### src/rtl/i2c_master_arbiter_if.sv
// i2c_master_arbiter_if: client requests, master command and bus-monitor signals of the arbiter
interface i2c_master_arbiter_if;
    logic        REQ0, REQ1, RNW0, RNW1;
    logic [6:0]  ADDR0, ADDR1;
    logic [15:0] WDATA0, WDATA1;
    logic        GNT0, GNT1, DONE0, DONE1, ERR0, ERR1, BUSY, START_STB, RNW;
    logic [6:0]  I2c_addr_master;
    logic [15:0] Wr_data_master;
    logic        SCL, SDA_OUT, SDA_OE;
    modport master (
        input  REQ0, REQ1, RNW0, RNW1, ADDR0, ADDR1, WDATA0, WDATA1, SCL, SDA_OUT, SDA_OE,
        output GNT0, GNT1, DONE0, DONE1, ERR0, ERR1, BUSY, START_STB, RNW, I2c_addr_master, Wr_data_master
    );
    modport slave (
        output REQ0, REQ1, RNW0, RNW1, ADDR0, ADDR1, WDATA0, WDATA1, SCL, SDA_OUT, SDA_OE,
        input  GNT0, GNT1, DONE0, DONE1, ERR0, ERR1, BUSY, START_STB, RNW, I2c_addr_master, Wr_data_master
    );
endinterface

### src/rtl/i2c_master_arbiter.sv
// i2c_master_arbiter: round-robin two-client sequencer for master_i2c with STOP detection, bus-free gap and watchdog
module i2c_master_arbiter #(
    parameter int TIMEOUT = 4000,
    parameter int TO_W    = 12,
    parameter int T_BUF   = 4
) (
    input logic CLK,
    input logic RESET,
    i2c_master_arbiter_if.master bus
);
    localparam int GW = $clog2(T_BUF) + 1;
    typedef enum logic [2:0] {IDLE, LOAD, START, WAIT_STOP, GAP} state_t;
    state_t          state_q, state_d;
    logic            sel_q, sel_d, last_q, last_d, armed_q, armed_d;
    logic [TO_W-1:0] wd_q, wd_d;
    logic [GW-1:0]   gap_q, gap_d;
    logic            scl_q, scl_p_q, sda_q, sda_p_q;
    logic            rnw_q, rnw_d;
    logic [6:0]      addr_q, addr_d;
    logic [15:0]     wdata_q, wdata_d;
    logic [1:0]      done_q, done_d, err_q, err_d;
    logic            own, stop;

    assign own  = state_q inside {LOAD, START, WAIT_STOP};
    assign stop = scl_q & scl_p_q & sda_q & ~sda_p_q;

    assign bus.GNT0            = own & ~sel_q;
    assign bus.GNT1            = own & sel_q;
    assign bus.DONE0           = done_q[0];
    assign bus.DONE1           = done_q[1];
    assign bus.ERR0            = err_q[0];
    assign bus.ERR1            = err_q[1];
    assign bus.BUSY            = state_q != IDLE;
    assign bus.START_STB       = state_q == START;
    assign bus.RNW             = rnw_q;
    assign bus.I2c_addr_master = addr_q;
    assign bus.Wr_data_master  = wdata_q;

    always_ff @(posedge CLK) begin
        if (RESET) begin
            state_q <= IDLE;
            sel_q   <= 1'b0;
            last_q  <= 1'b1;
            armed_q <= 1'b0;
            wd_q    <= '0;
            gap_q   <= '0;
            scl_q   <= 1'b1;
            scl_p_q <= 1'b1;
            sda_q   <= 1'b1;
            sda_p_q <= 1'b1;
            rnw_q   <= 1'b0;
            addr_q  <= '0;
            wdata_q <= '0;
            done_q  <= '0;
            err_q   <= '0;
        end else begin
            state_q <= state_d;
            sel_q   <= sel_d;
            last_q  <= last_d;
            armed_q <= armed_d;
            wd_q    <= wd_d;
            gap_q   <= gap_d;
            scl_q   <= bus.SCL;
            scl_p_q <= scl_q;
            sda_q   <= bus.SDA_OE ? bus.SDA_OUT : 1'b1;
            sda_p_q <= sda_q;
            rnw_q   <= rnw_d;
            addr_q  <= addr_d;
            wdata_q <= wdata_d;
            done_q  <= done_d;
            err_q   <= err_d;
        end
    end

    always_comb begin
        state_d = state_q;
        sel_d   = sel_q;
        last_d  = last_q;
        armed_d = armed_q;
        wd_d    = wd_q;
        gap_d   = gap_q;
        rnw_d   = rnw_q;
        addr_d  = addr_q;
        wdata_d = wdata_q;
        done_d  = '0;
        err_d   = '0;
        case (state_q)
            IDLE: if (bus.REQ0 | bus.REQ1) begin
                sel_d   = (bus.REQ0 & bus.REQ1) ? ~last_q : bus.REQ1;
                state_d = LOAD;
            end
            LOAD: begin
                rnw_d   = sel_q ? bus.RNW1 : bus.RNW0;
                addr_d  = sel_q ? bus.ADDR1 : bus.ADDR0;
                wdata_d = sel_q ? bus.WDATA1 : bus.WDATA0;
                last_d  = sel_q;
                state_d = START;
            end
            START: begin
                wd_d    = '0;
                armed_d = 1'b0;
                state_d = WAIT_STOP;
            end
            WAIT_STOP: begin
                wd_d    = wd_q + 1'b1;
                armed_d = armed_q | ~scl_q;
                // a STOP only counts once SCL has toggled, so the START-time SDA wiggle is ignored
                if (stop & armed_q) begin
                    done_d  = sel_q ? 2'b10 : 2'b01;
                    gap_d   = '0;
                    state_d = GAP;
                end else if (wd_q == TO_W'(TIMEOUT - 1)) begin
                    err_d   = sel_q ? 2'b10 : 2'b01;
                    gap_d   = '0;
                    state_d = GAP;
                end
            end
            GAP: begin
                gap_d   = gap_q + 1'b1;
                state_d = (gap_q == GW'(T_BUF - 1)) ? IDLE : GAP;
            end
            default: state_d = IDLE;
        endcase
    end
endmodule

### src/flat_wrapper.sv
// flat-port wrapper written by rule: the top's interface ports become plain ports
module i2c_master_arbiter_flat 
#(
    parameter int TIMEOUT = 4000,
    parameter int TO_W    = 12,
    parameter int T_BUF   = 4
)
  (CLK, RESET, bus_REQ0, bus_REQ1, bus_RNW0, bus_RNW1, bus_ADDR0, bus_ADDR1, bus_WDATA0, bus_WDATA1, bus_SCL, bus_SDA_OUT, bus_SDA_OE, bus_GNT0, bus_GNT1, bus_DONE0, bus_DONE1, bus_ERR0, bus_ERR1, bus_BUSY, bus_START_STB, bus_RNW, bus_I2c_addr_master, bus_Wr_data_master);
  i2c_master_arbiter_if bus_i ();
  input logic CLK;
  input logic RESET;
  input wire logic [$bits(bus_i.REQ0)-1:0] bus_REQ0;
  input wire logic [$bits(bus_i.REQ1)-1:0] bus_REQ1;
  input wire logic [$bits(bus_i.RNW0)-1:0] bus_RNW0;
  input wire logic [$bits(bus_i.RNW1)-1:0] bus_RNW1;
  input wire logic [$bits(bus_i.ADDR0)-1:0] bus_ADDR0;
  input wire logic [$bits(bus_i.ADDR1)-1:0] bus_ADDR1;
  input wire logic [$bits(bus_i.WDATA0)-1:0] bus_WDATA0;
  input wire logic [$bits(bus_i.WDATA1)-1:0] bus_WDATA1;
  input wire logic [$bits(bus_i.SCL)-1:0] bus_SCL;
  input wire logic [$bits(bus_i.SDA_OUT)-1:0] bus_SDA_OUT;
  input wire logic [$bits(bus_i.SDA_OE)-1:0] bus_SDA_OE;
  output wire logic [$bits(bus_i.GNT0)-1:0] bus_GNT0;
  output wire logic [$bits(bus_i.GNT1)-1:0] bus_GNT1;
  output wire logic [$bits(bus_i.DONE0)-1:0] bus_DONE0;
  output wire logic [$bits(bus_i.DONE1)-1:0] bus_DONE1;
  output wire logic [$bits(bus_i.ERR0)-1:0] bus_ERR0;
  output wire logic [$bits(bus_i.ERR1)-1:0] bus_ERR1;
  output wire logic [$bits(bus_i.BUSY)-1:0] bus_BUSY;
  output wire logic [$bits(bus_i.START_STB)-1:0] bus_START_STB;
  output wire logic [$bits(bus_i.RNW)-1:0] bus_RNW;
  output wire logic [$bits(bus_i.I2c_addr_master)-1:0] bus_I2c_addr_master;
  output wire logic [$bits(bus_i.Wr_data_master)-1:0] bus_Wr_data_master;
  assign bus_i.REQ0 = bus_REQ0;
  assign bus_i.REQ1 = bus_REQ1;
  assign bus_i.RNW0 = bus_RNW0;
  assign bus_i.RNW1 = bus_RNW1;
  assign bus_i.ADDR0 = bus_ADDR0;
  assign bus_i.ADDR1 = bus_ADDR1;
  assign bus_i.WDATA0 = bus_WDATA0;
  assign bus_i.WDATA1 = bus_WDATA1;
  assign bus_i.SCL = bus_SCL;
  assign bus_i.SDA_OUT = bus_SDA_OUT;
  assign bus_i.SDA_OE = bus_SDA_OE;
  assign bus_GNT0 = bus_i.GNT0;
  assign bus_GNT1 = bus_i.GNT1;
  assign bus_DONE0 = bus_i.DONE0;
  assign bus_DONE1 = bus_i.DONE1;
  assign bus_ERR0 = bus_i.ERR0;
  assign bus_ERR1 = bus_i.ERR1;
  assign bus_BUSY = bus_i.BUSY;
  assign bus_START_STB = bus_i.START_STB;
  assign bus_RNW = bus_i.RNW;
  assign bus_I2c_addr_master = bus_i.I2c_addr_master;
  assign bus_Wr_data_master = bus_i.Wr_data_master;
  i2c_master_arbiter #(.TIMEOUT(TIMEOUT), .TO_W(TO_W), .T_BUF(T_BUF)) u_core (.CLK(CLK), .RESET(RESET), .bus(bus_i));
endmodule
### config.mk
export PLATFORM = sky130hd
export DESIGN_NAME = i2c_master_arbiter_flat
export DESIGN_NICKNAME = d
export VERILOG_FILES = /design/src/rtl/i2c_master_arbiter_if.sv /design/src/rtl/i2c_master_arbiter.sv /design/src/flat_wrapper.sv
export SDC_FILE = /design/constraint.sdc
export NUM_CORES = 1
export LEC_CHECK = 0
export CAP_MARGIN = 30
export CORE_MARGIN = 4
export CORE_UTILIZATION = 48
export CTS_BUF_LIST = sky130_fd_sc_hd__clkbuf_8 sky130_fd_sc_hd__clkbuf_16
export DETAILED_ROUTE_END_ITERATION = 12
export MAX_ROUTING_LAYER = met4
export PLACE_DENSITY = 0.85
export SLEW_MARGIN = 20
export SYNTH_ARGS = -nofsm -noshare
export SYNTH_HDL_FRONTEND = slang
export SYNTH_SLANG_ARGS = --single-unit
### constraint.sdc
create_clock -name CLK -period 4 [get_ports CLK]
set_clock_uncertainty 0.1 [all_clocks]
set_input_delay 0.4 -clock CLK [delete_from_list [all_inputs] [get_ports CLK]]
set_output_delay 0.4 -clock CLK [all_outputs]
set_load 0.005 [all_outputs]
==> run metrics <==
Worst path depth 3; number of sinks on the clock net 53; dominant combinational cell family by area after synthesis simple AND/OR/NAND/NOR gates; number of placement rows 25; nets 394; adder-cell share of the synthesized area 1.57%; clock-pin transition on the worst setup and hold timing paths 100 ps; Post-Layout Cell Count 404; worst setup path startpoint u_core.state_q[1]; CP max-delay cell dfxtp_1; initial antenna violation count 0; TritonCTS clock tree yes; Async S/R FF share, synth 0%; xor/xnor share of the synthesized area 0%; DR DRC count 0; final hold violation count 0; Worst R2R Path Depth 5; max-slew violation count 0; area fraction in compound gates after synthesis 16.4%; DR vias/cell 5.29; total clock buffers created by CTS 5; Fmax 410 MHz; number of H-tree levels 2; Die Footprint 6180 um2; post-synthesis simple-gate area fraction 21.9%; proportion of synthesized chip area in sequential cells 44.4%; Crit path arrival time 1940 ps; final std cell area, no fill 3380 um2; post-synthesis sequential element count 53; placed instance count 396; post-route minimum period 2440 ps; Critical Setup Path Class reg -> out; max-cap viol count 0; mux share of post-synthesis cell area 10.5%; Synth warnings 0; final WL 5800 um; commonest register cell after synthesis dfxtp_1; mean instance size in the synthesized netlist 9.20 um2; IR drop worst, VDD 0.274 mV; initial core utilization 50.0%; power density cells 399 nW/um2; detailed placement HPWL 4280 um; RSZ-0062 raised after global routing false; via count 2138; Core Area 4790 um2; cell area after placement 3250 um2; destination of the critical timing path bus_START_STB; Largest stage delay, worst path 520 ps; Clock Latency Late Sink 300 ps; critical path cell sequence or3b_1, inv_2, clkdlybuf4s50_1; static leakage 1.19 nW; number of endpoints failing setup at the final stage 0; Root Driver clkbuf_8; utilization after layout 70.6%; sequential cell area 1060 um2; floorplan die width 78.6 um; last weighted congestion value of the routability-driven placer 0.831; global-route wire length before repair 9490 um; DRT Pass-1 Iters 4; global-route congestion overflow total 0; number of buffers added for setup after CTS 0; Worst R2R Start u_core.wd_q[0]; post-route clock period utilization 61.0%; count of flip-flops with a built-in enable after synthesis 0; post-synthesis cell count 260; count of input and output buffers 86; number of distinct library cells after synthesis 48; relative slew slack 38.5%; area taken by multi-input logic gates 1210 um2; hold bufs inserted after CTS 0; number of top-level pins 87; kind of end point of the critical path output port; worst setup slack for register-to-register paths 2010 ps; endpoint of the worst register-to-register path u_core.gap_q[0]; die boundary height 78.6 um; delay-heaviest family, CP buffers and inverters; vias in the first global route 2047; pin count of the biggest net entering global routing 54; number of diodes 0; Worst Tran Pin Value 922 ps; overall routing resource usage 19.6%; violation count after the first detailed-route iteration 76; classification of the worst-slack hold path reg -> reg; startpoint kind of the worst setup timing path flip-flop; critical path buffer and inverter count 2; critical path required time 3500 ps; post-CTS resize count 0; run status finished, final reports clean; Post-Synthesis Net Count 318; netlist area before placement 2390 um2; worst path setup slack after routing 1560 ps; post-route antenna net violation count 0; number of buffers between clock root and the deepest sink 2; fill cell instance count of the final layout 386; share of cells above drive strength 1 6.82%; Max FO, Critical Path 7; routed wire length per instance 14.4 um; area added between synthesis and finish 41.3%; post-route setup TNS 0 ps; Placement Setup Slack 1890 ps
[worst min path at each step]
stage | startpoint | endpoint | slack [ps] | depth (start not counted)
after floorplan | u_core.sda_q | u_core.sda_p_q | 320 | 1
after global placement | u_core.sda_q | u_core.sda_p_q | 320 | 1
after detailed placement | u_core.sda_q | u_core.sda_p_q | 340 | 1
after CTS | u_core.sda_q | u_core.sda_p_q | 360 | 1
after global routing | u_core.sda_q | u_core.sda_p_q | 400 | 1
final | u_core.sda_q | u_core.sda_p_q | 370 | 1
[where the power goes]
| group | internal, W | switching, W | total (W) |
|---|---|---|---|
| combinational | 0.000186 | 0.000137 | 0.000323 |
| sequential | 0.000576 | 0.0000350 | 0.000611 |
| clock | 0.000248 | 0.000168 | 0.000416 |
[registers in the layout, summed over array words and instances, names as in the netlist, 2 cells and up]
name	flops
u_core.done_q	2
u_core.state_q	3
u_core.err_q	2
u_core.wd_q	12
u_core.bus.I2c_addr_master	7
u_core.gap_q	3
u_core.bus.Wr_data_master	16
[layer usage]
metal / global-route usage, % / wire, um
met2: 33.9 / 3000
met3: 3.44 / 261
met1: 22.5 / 2420
met5: - / 0
met4: 7.69 / 117
[layout by cell type (no fill, tap or decap), types with 2 or more instances in the layout]
cell,instances
clkdlybuf4s50_1,85
dfxtp_1,53
nor2_1,44
a211oi_1,25
mux2i_1,24
nand2_1,13
a21oi_1,10
nor3_1,6
or2_2,5
clkbuf_8,5
inv_1,4
nand4_1,4
a31oi_1,4
nor4_1,3
nand3_1,3
or4_1,3
a311oi_1,3
ha_1,3
a22oi_1,2
nand3b_1,2
a31o_1,2
o21ai_1,2
o21ai_0,2
nor2b_1,2
bufinv_16,2
buf_4,2
[cells in the mapped netlist (2+ instances only)]
cell,n,area (um2)
a211oi_1,25,188
a21oi_1,10,50.1
a22oi_1,2,15.0
a311oi_1,3,26.3
a31o_1,2,17.5
a31oi_1,4,25.0
buf_2,7,35.0
clkbuf_1,9,33.8
clkbuf_8,2,27.5
dfxtp_1,53,1060
ha_1,3,37.5
inv_1,4,15.0
mux2i_1,24,240
nand2_1,13,48.8
nand3_1,3,15.0
nand3b_1,2,15.0
nand4_1,4,25.0
nor2_1,44,165
nor2b_1,2,12.5
nor3_1,6,30.0
nor4_1,3,18.8
o21ai_0,2,10.0
o21ai_1,2,10.0
or2_2,5,31.3
or4_1,3,22.5
[layout make-up]
cell class / count / share of cell area [%]
Multi-Input combinational cell: 183 / 35.8
Sequential cell: 53 / 31.4
Inverter: 5 / 0.555
Tap cell: 67 / 2.48
Timing Repair Buffer: 88 / 25.8
Clock inverter: 3 / 1.93
Clock buffer: 5 / 2.04
[cell families after synthesis]
kind of cell    Yosys count
simple gates             99
compound gates           56
flops                    53
mux                      25
buf+inv                  24
fa+ha+maj                 3
[stage by stage]
| stage | total power [W] | hold WS, ps |
|---|---|---|
| floorplan | 0.000780 | 317 |
| CTS | 0.00136 | 361 |
| finish | 0.00135 | 374 |
| global route | 0.00142 | 401 |
| global placement | 0.000938 | 323 |
| detailed placement | 0.000948 | 337 |
[worst register-to-register path, cell delays in order, from the launching register on]
cell and delay, ps:
dfxtp_1 400, ha_1 240, nand4bb_1 110, or4b_1 660, a31oi_1 240, a211oi_1 100
No activity file was read; power rests on OpenSTA's default activity.
